<file path="src/rtl/seven_seg_scanner.sv">
// seven_seg_scanner: multiplexed N-digit seven-segment driver with frame-synchronous
// shadow commit, per-slot dead time, 16-level PWM brightness and per-digit blink.
module seven_seg_scanner #(
  parameter int DIGITS = 4,
  parameter int SUB_DIV = 3125,
  parameter int BLINK_DIV = 32,
  parameter bit ANODE_ACTIVE_LOW = 1'b1,
  parameter bit SEG_ACTIVE_LOW = 1'b1
) (
  input  logic                  clk,
  input  logic                  reset_n,
  input  logic [4*DIGITS-1:0]   digit_data,
  input  logic [DIGITS-1:0]     dp_in,
  input  logic [DIGITS-1:0]     enable_in,
  input  logic [DIGITS-1:0]     blink_in,
  input  logic                  load,
  input  logic [3:0]            brightness,
  output logic [DIGITS-1:0]     anode,
  output logic [6:0]            segment,
  output logic                  dp_out,
  output logic                  frame_tick
);
  localparam int DW = $clog2(DIGITS);
  localparam int SW = SUB_DIV > 1 ? $clog2(SUB_DIV) : 1;
  localparam int BW = BLINK_DIV > 1 ? $clog2(BLINK_DIV) : 1;
  localparam logic [DIGITS-1:0] AN_OFF = {DIGITS{ANODE_ACTIVE_LOW}};
  localparam logic [6:0] SEG_OFF = {7{SEG_ACTIVE_LOW}};
  logic [SW-1:0]       sub_cnt;
  logic [3:0]          sub_idx;
  logic [DW-1:0]       digit_idx;
  logic [BW-1:0]       blink_cnt;
  logic                blink_phase;
  logic [4*DIGITS-1:0] pend_data, act_data;
  logic [DIGITS-1:0]   pend_dp, pend_en, pend_blink;
  logic [DIGITS-1:0]   act_dp, act_en, act_blink;
  logic                sub_wrap, slot_wrap, commit, blink_wrap, at_origin, lit;
  logic [3:0]          nibble;
  logic [6:0]          abc, seg_on;
  always_comb begin
    sub_wrap = sub_cnt == SW'(SUB_DIV - 1);
    slot_wrap = sub_wrap && sub_idx == 4'hF;
    commit = slot_wrap && digit_idx == DW'(DIGITS - 1);
    blink_wrap = blink_cnt == BW'(BLINK_DIV - 1);
    at_origin = sub_cnt == '0 && sub_idx == 4'h0 && digit_idx == '0;
    nibble = act_data[{digit_idx, 2'b00} +: 4];
    // sub-slot 0 is always dark so the previous digit's charge can bleed off
    lit = act_en[digit_idx] && !(act_blink[digit_idx] && blink_phase) &&
          sub_idx != 4'h0 && sub_idx <= brightness;
    case (nibble)
      4'h0: abc = 7'b1111110;
      4'h1: abc = 7'b0110000;
      4'h2: abc = 7'b1101101;
      4'h3: abc = 7'b1111001;
      4'h4: abc = 7'b0110011;
      4'h5: abc = 7'b1011011;
      4'h6: abc = 7'b1011111;
      4'h7: abc = 7'b1110000;
      4'h8: abc = 7'b1111111;
      4'h9: abc = 7'b1111011;
      4'hA: abc = 7'b1110111;
      4'hB: abc = 7'b0011111;
      4'hC: abc = 7'b1001110;
      4'hD: abc = 7'b0111101;
      4'hE: abc = 7'b1001111;
      default: abc = 7'b1000111;
    endcase
    seg_on = '0;
    for (int i = 0; i < 7; i++) seg_on[i] = abc[6-i];
  end
  always_ff @(posedge clk or negedge reset_n) begin
    if (!reset_n) begin
      sub_cnt <= '0;
      sub_idx <= 4'h0;
      digit_idx <= '0;
      blink_cnt <= '0;
      blink_phase <= 1'b0;
      pend_data <= '0;
      pend_dp <= '0;
      pend_en <= '0;
      pend_blink <= '0;
      act_data <= '0;
      act_dp <= '0;
      act_en <= '0;
      act_blink <= '0;
      anode <= AN_OFF;
      segment <= SEG_OFF;
      dp_out <= SEG_ACTIVE_LOW;
      frame_tick <= 1'b0;
    end else begin
      sub_cnt <= sub_wrap ? '0 : sub_cnt + 1'b1;
      if (sub_wrap) sub_idx <= sub_idx + 4'h1;
      if (slot_wrap) digit_idx <= commit ? '0 : digit_idx + 1'b1;
      if (commit) blink_cnt <= blink_wrap ? '0 : blink_cnt + 1'b1;
      if (commit && blink_wrap) blink_phase <= ~blink_phase;
      if (load) begin
        pend_data <= digit_data;
        pend_dp <= dp_in;
        pend_en <= enable_in;
        pend_blink <= blink_in;
      end
      // a load landing on the commit cycle bypasses pending straight into active
      if (commit) begin
        act_data <= load ? digit_data : pend_data;
        act_dp <= load ? dp_in : pend_dp;
        act_en <= load ? enable_in : pend_en;
        act_blink <= load ? blink_in : pend_blink;
      end
      anode <= lit ? (DIGITS'(1) << digit_idx) ^ AN_OFF : AN_OFF;
      segment <= lit ? seg_on ^ SEG_OFF : SEG_OFF;
      dp_out <= (lit && act_dp[digit_idx]) ^ SEG_ACTIVE_LOW;
      frame_tick <= at_origin;
    end
  end
endmodule
</file>
<file path="config.mk">
export PLATFORM = sky130hd
export DESIGN_NAME = seven_seg_scanner
export DESIGN_NICKNAME = d
export VERILOG_FILES = /design/src/rtl/seven_seg_scanner.sv
export SDC_FILE = /design/constraint.sdc
export NUM_CORES = 1
export LEC_CHECK = 0
export BUFFER_PORTS_ARGS = -buffer_cell sky130_fd_sc_hd__buf_4
export CAP_MARGIN = 10
export CORE_ASPECT_RATIO = 1.25
export CORE_MARGIN = 8
export CORE_UTILIZATION = 30
export DETAILED_ROUTE_END_ITERATION = 12
export PLACE_DENSITY_LB_ADDON = 0.05
export REMOVE_ABC_BUFFERS = 1
export SYNTH_ARGS = -nofsm -noshare
export SYNTH_HDL_FRONTEND = slang
export SYNTH_SLANG_ARGS = --single-unit
</file>
<file path="constraint.sdc">
create_clock -name clk -period 1.9 [get_ports clk]
set_input_delay 0.19 -clock clk [delete_from_list [all_inputs] [get_ports clk]]
set_output_delay 0.19 -clock clk [all_outputs]
set_load 0.01 [all_outputs]
</file>
; ---- Word-level counts from Yosys, hierarchy flattened
; Memory sizes are Yosys's and may differ from the RTL's.
; Index checks and enable logic that the tools add are counted.
; W data, S select, Z words.
[classes]
n_bitwise = 4
n_shift = 2
mux = 15
eq_ne = 4
magnitude_cmp = 2
n_addsub = 4
n_reduce_logical = 15
[op_table]
columns = cell, count
row1 = $mux W16, 1
row2 = $mux W4, 4
row3 = $shiftx A16 B5 Y4, 1
row4 = $add A12 B1 Y12 const B, 1
row5 = $eq A12 B12 Y1 const B, 1
row6 = $logic_not A12 Y1, 1
row7 = $mux W12, 1
row8 = $logic_and A1 B1 Y1, 10
row9 = $mux W7, 1
row10 = $not A7 Y7, 1
row11 = $bmux W1 S2, 3
row12 = $add A5 B1 Y5 const B, 1
row13 = $eq A5 B5 Y1 const B, 1
row14 = $mux W5, 1
row15 = $add A4 B1 Y4 const B, 1
row16 = $eq A4 B4 Y1 const B, 1
row17 = $le A4 B4 Y1, 1
row18 = $logic_not A4 Y1, 1
row19 = $not A4 Y4, 1
row20 = $reduce_bool A4 Y1, 1
row21 = $shl A1 B2 Y4 const A, 1
row22 = $lt A2 B3 Y1 const B, 1
row23 = $mux W1, 3
row24 = $add A2 B1 Y2 const B, 1
row25 = 5 further kinds, 6
[totals]
memories = 1
regBits = 93
out_inout_bits = 13
in_bits = 35
romBits = 112
word_cells = 64
[memory_table]
columns = name, words, width, rd, rd_clocked_by_memory_dff, write_ports, line_no
row1 = (no name shown), 16, 7, 1, 0, 0, 49  ; case (nibble)

; ---- Longest topological paths before layout
[depth]
word_depth = 9
mapped_depth = 8
mapped_depth_nobuf = 7

; ---- Worst setup path after synthesis
; OpenSTA, ideal clock, no wires.
[synth_path]
path_kind = flip-flop to flip-flop
from = register sub_cnt[0]
to = register act_data[10]
arrival_ns = 1.807
stages_incl_launch_ff = 8
slack_ns = -0.032
synth_period_minus_slack_ns = 1.932
t_required_ns = 1.775
n_path_buf = 1
cell_sequence = dfrtp_1 > inv_1 > ha_1 > nor4b_2 > nand4_1 > nor2_2 > buf_6 > mux2_2
[synth_between]
elab_chain_cells = 3
[synth_lines]
columns = item, line_no
row1 = from (decl), 28  ; logic [SW-1:0] sub_cnt;
row2 = from (signal assigned), 90  ; sub_cnt <= sub_wrap ? '0 : sub_cnt + 1'b1;
row3 = $eq A12 B12 Y1, 40  ; sub_wrap = sub_cnt == SW'(SUB_DIV - 1);
row4 = $logic_and A1 B1 Y1, 41  ; slot_wrap = sub_wrap && sub_idx == 4'hF;
row5 = $logic_and A1 B1 Y1, 42  ; commit = slot_wrap && digit_idx == DW'(DIGITS - 1);
row6 = to (signal assigned), 103  ; act_data <= load ? digit_data : pend_data;
row7 = to (decl), 33  ; logic [4*DIGITS-1:0] pend_data, act_data;
; No other way between the ends.
; A chain may end at the register's enable or synchronous reset.

; ---- Final worst setup path
[layout_path]
from = register digit_idx[0]
to = register segment[3]
[layout_between]
elab_chain_cells = 8
word_cells_on_any_way = 13
cone_classes = shift: 1 / mux: 5 / bitwise: 1 / reduce/logical: 5 / memory: 1
[layout_lines]
columns = item, line_no
row1 = from (decl), 30  ; logic [DW-1:0] digit_idx;
row2 = from (signal assigned), 92  ; if (slot_wrap) digit_idx <= commit ? '0 : digit_idx + 1'b1;
row3 = "parallel branches: the longest is 7 deep, another holds $mem_v2 Z16 W7", -
row4 = $mux W7 *, 109  ; segment <= lit ? seg_on ^ SEG_OFF : SEG_OFF;
row5 = to (signal assigned), 109
row6 = to (decl), 19  ; output logic [6:0] segment,
; Mark *: on every way between the ends. The select of a mux whose other input is x is not followed.

==> metrics.cfg <==
[route]
firstDrtPassIters=4
wl_um=9230
vias=2701
wl_per_cell_um=16.0
drc=0
drtIter0Drc=79
ant_nets=0
routed_via_density=4.67

[floorplan]
io_pins=48
start_util_pct=30.5
core-area_mm2=0.0143
die-area_mm2=0.0187
rows=49
die_h_um=151
die_width_um=124

[yosys]
synth_area_mm2=0.00436
yosysWarnings=0
yosysTopAreaCell=dfrtp_1
ys_seq_elements=93
synth_edf_count=0
avgSynthCellArea_um2=13.6
ys.flop_type=dfrtp_1
synthCells=320
synth_area_leaders=dfrtp_1 47%, mux2_2 16%, dfstp_2 7.2%
synth_seq_area_share_pct=53.8
synthArstFlopShare_pct=100
ys_types=43
netlist.area_leader.share_pct=46.5

[global_route]
grt_pass1_wl_um=15100
grt_pass1_vias=2886
grt_overflow=0
track_usage_pct=10.5
antenna_found_initial=0
grt_start_max_net_pins=38

[worst_hold_path]
hold_class=primary input to flop

[outcome]
violations=negative setup slack
status=finished with violations

[clocking]
h-tree-depth=3
clk_latency_ps=340
cts_sinks=93
clk_path_buf_depth=2
root_buffer=clkbuf_16
tritoncts=built
clk_pin_slew_worst_paths_ps=60
cts_made_buffers=9

[critical_path]
required_ps=2150
arrival_ps=2150
worst-setup-path-type=flop to flop
worstSetupEndpointType=flop
worst_setup_path_start_kind=flop
cp_max_fo=5

[layout]
nets=450
syn_to_final_growth_pct=26.5
drive_above_1_share_pct=47.0
n_antenna_cell=0
design_area_mm2=0.00551

[place]
io_buffers=47
place_hpwl_um=6530
place.gp.congestion=0.751
placed_area_mm2=0.00509

[job]
drv_cap=0

[timing]
finalCriticalPeriod_ps=1900
fin_crit_sh_pct=100
slew_violations=0
whs_ps=99.2
slew_headroom_pct=65.7
tightest_slew_ps=514
setup_ws_ps=-1.03
rsz0062_at_grt=yes
setup_violations=1
hold_violations=0
fin_skew_ps=8.86
fmax_mhz=526

[pwr]
leakagePower_nw=2.47
p_per_area_mw_per_mm2=725
ir_worst_vdd_mv=0.337

==> final cells by class <==
class	instances	area (µm²)
clock inverter	4	31.3
clock buffer	12	256
tap	178	223
inverter	17	66.3
timing repair buffer	77	634
sequential	93	2340
fill	1400	8770
multi-input combinational	197	1960
==> worst paths after layout <==
check	from	to	slack, ps	depth (start not counted)
max	digit_idx[0]	segment[3]	-1	5
min	blink_in[0]	pend_blink[0]	100	2
max reg2reg	digit_idx[0]	segment[3]	-1	5
min reg2reg	blink_phase	blink_phase	470	1
max in group asynchronous	reset_n	dp_out	940	3
min in group asynchronous	reset_n	pend_data[11]	370	2
==> sequential cells by signal (all words and copies together), names as in the netlist <==
register and cells:
anode 4, frame_tick 1, pend_dp 4, act_en 4, pend_en 4, sub_idx 4, pend_blink 4, segment 7
act_dp 4, pend_data 16, digit_idx 2, dp_out 1, blink_cnt 5, sub_cnt 12, act_blink 4, act_data 16
blink_phase 1
==> critical path: stages (launching register included) <==
cell and delay, ps:
dfrtp_2 440, mux4_2 660, ha_4 230, mux2_4 250, mux2i_1 140, o211ai_1 100
==> repair_timing <==
| item | 4_1_cts | 5_1_grt |
|---|---|---|
| endpoints found under the hold margin | 22 | 0 |
| setup endpoints to repair | 45 | 44 |
| cloned | 0 | 1 |
| buffers inserted | 1 | 1 |
| resized for setup | 3 | 18 |
| pin swaps | 0 | 5 |
| hold buffers | 1 | 0 |
==> logic make-up after synthesis <==
logic type | synth area share, %
simple gates | 6.84
flops | 53.8
xor+xnor | 3.42
compound gates | 4.91
mux | 21.6
buf+inv | 3.68
fa+ha+maj | 5.75
==> per-layer routing <==
| layer | wire, µm | vias up | track usage (%) |
|---|---|---|---|
| li1 | - | 1297 | - |
| met1 | 4270 | 1347 | 13.5 |
| met2 | 4400 | 46 | 16.2 |
| met3 | 393 | 11 | 2.44 |
| met4 | 166 | 0 | 4.65 |
| met5 | 0 | - | 0 |
==> cells in the mapped netlist, types with 6 or more instances <==
master    count
xor2_1        8
mux2_2       62
inv_1        17
nand4_1       7
o211ai_1     12
dfstp_2      12
ha_1         20
dfrtp_1      81
mux4_2        6
xnor2_1       9
nand3_1       6
nor2_1       14
nand2_1      10
==> cells in the final DEF, fill, tap and decap left out, drive strengths merged, types with 10 or more instances in the layout <==
| cell type | n |
|---|---|
| dfrtp | 81 |
| o211ai | 12 |
| buf | 76 |
| inv | 18 |
| dfstp | 12 |
| nand2 | 10 |
| ha | 20 |
| mux2 | 64 |
| nor2 | 15 |
| clkbuf | 12 |
==> through the flow <==
stage / total power, W / cells / setup WS, ps / utilization [%] / setup TNS [ps]
after floorplan: 0.00217 / 306 / -589 / - / -17870
after global placement: 0.00231 / 558 / -190 / 35.6 / -3820
after detailed placement: 0.00231 / 558 / -168 / 35.6 / -4910
after CTS: 0.00408 / 576 / -11.6 / 37.8 / -20.5
after global routing: 0.00417 / 578 / -102 / 38.6 / -2630
final: 0.00400 / 578 / -1.03 / 38.6 / -1.03
==> power breakdown <==
group / switching, W / leakage, nW / internal (W)
Sequential: 0.0000135 / 1.18 / 0.00204
Clock: 0.000764 / 0.131 / 0.000964
Combinational: 0.000102 / 1.16 / 0.000114
Total: 0.000880 / 2.47 / 0.00312
(Power assumes the default switching activity.)
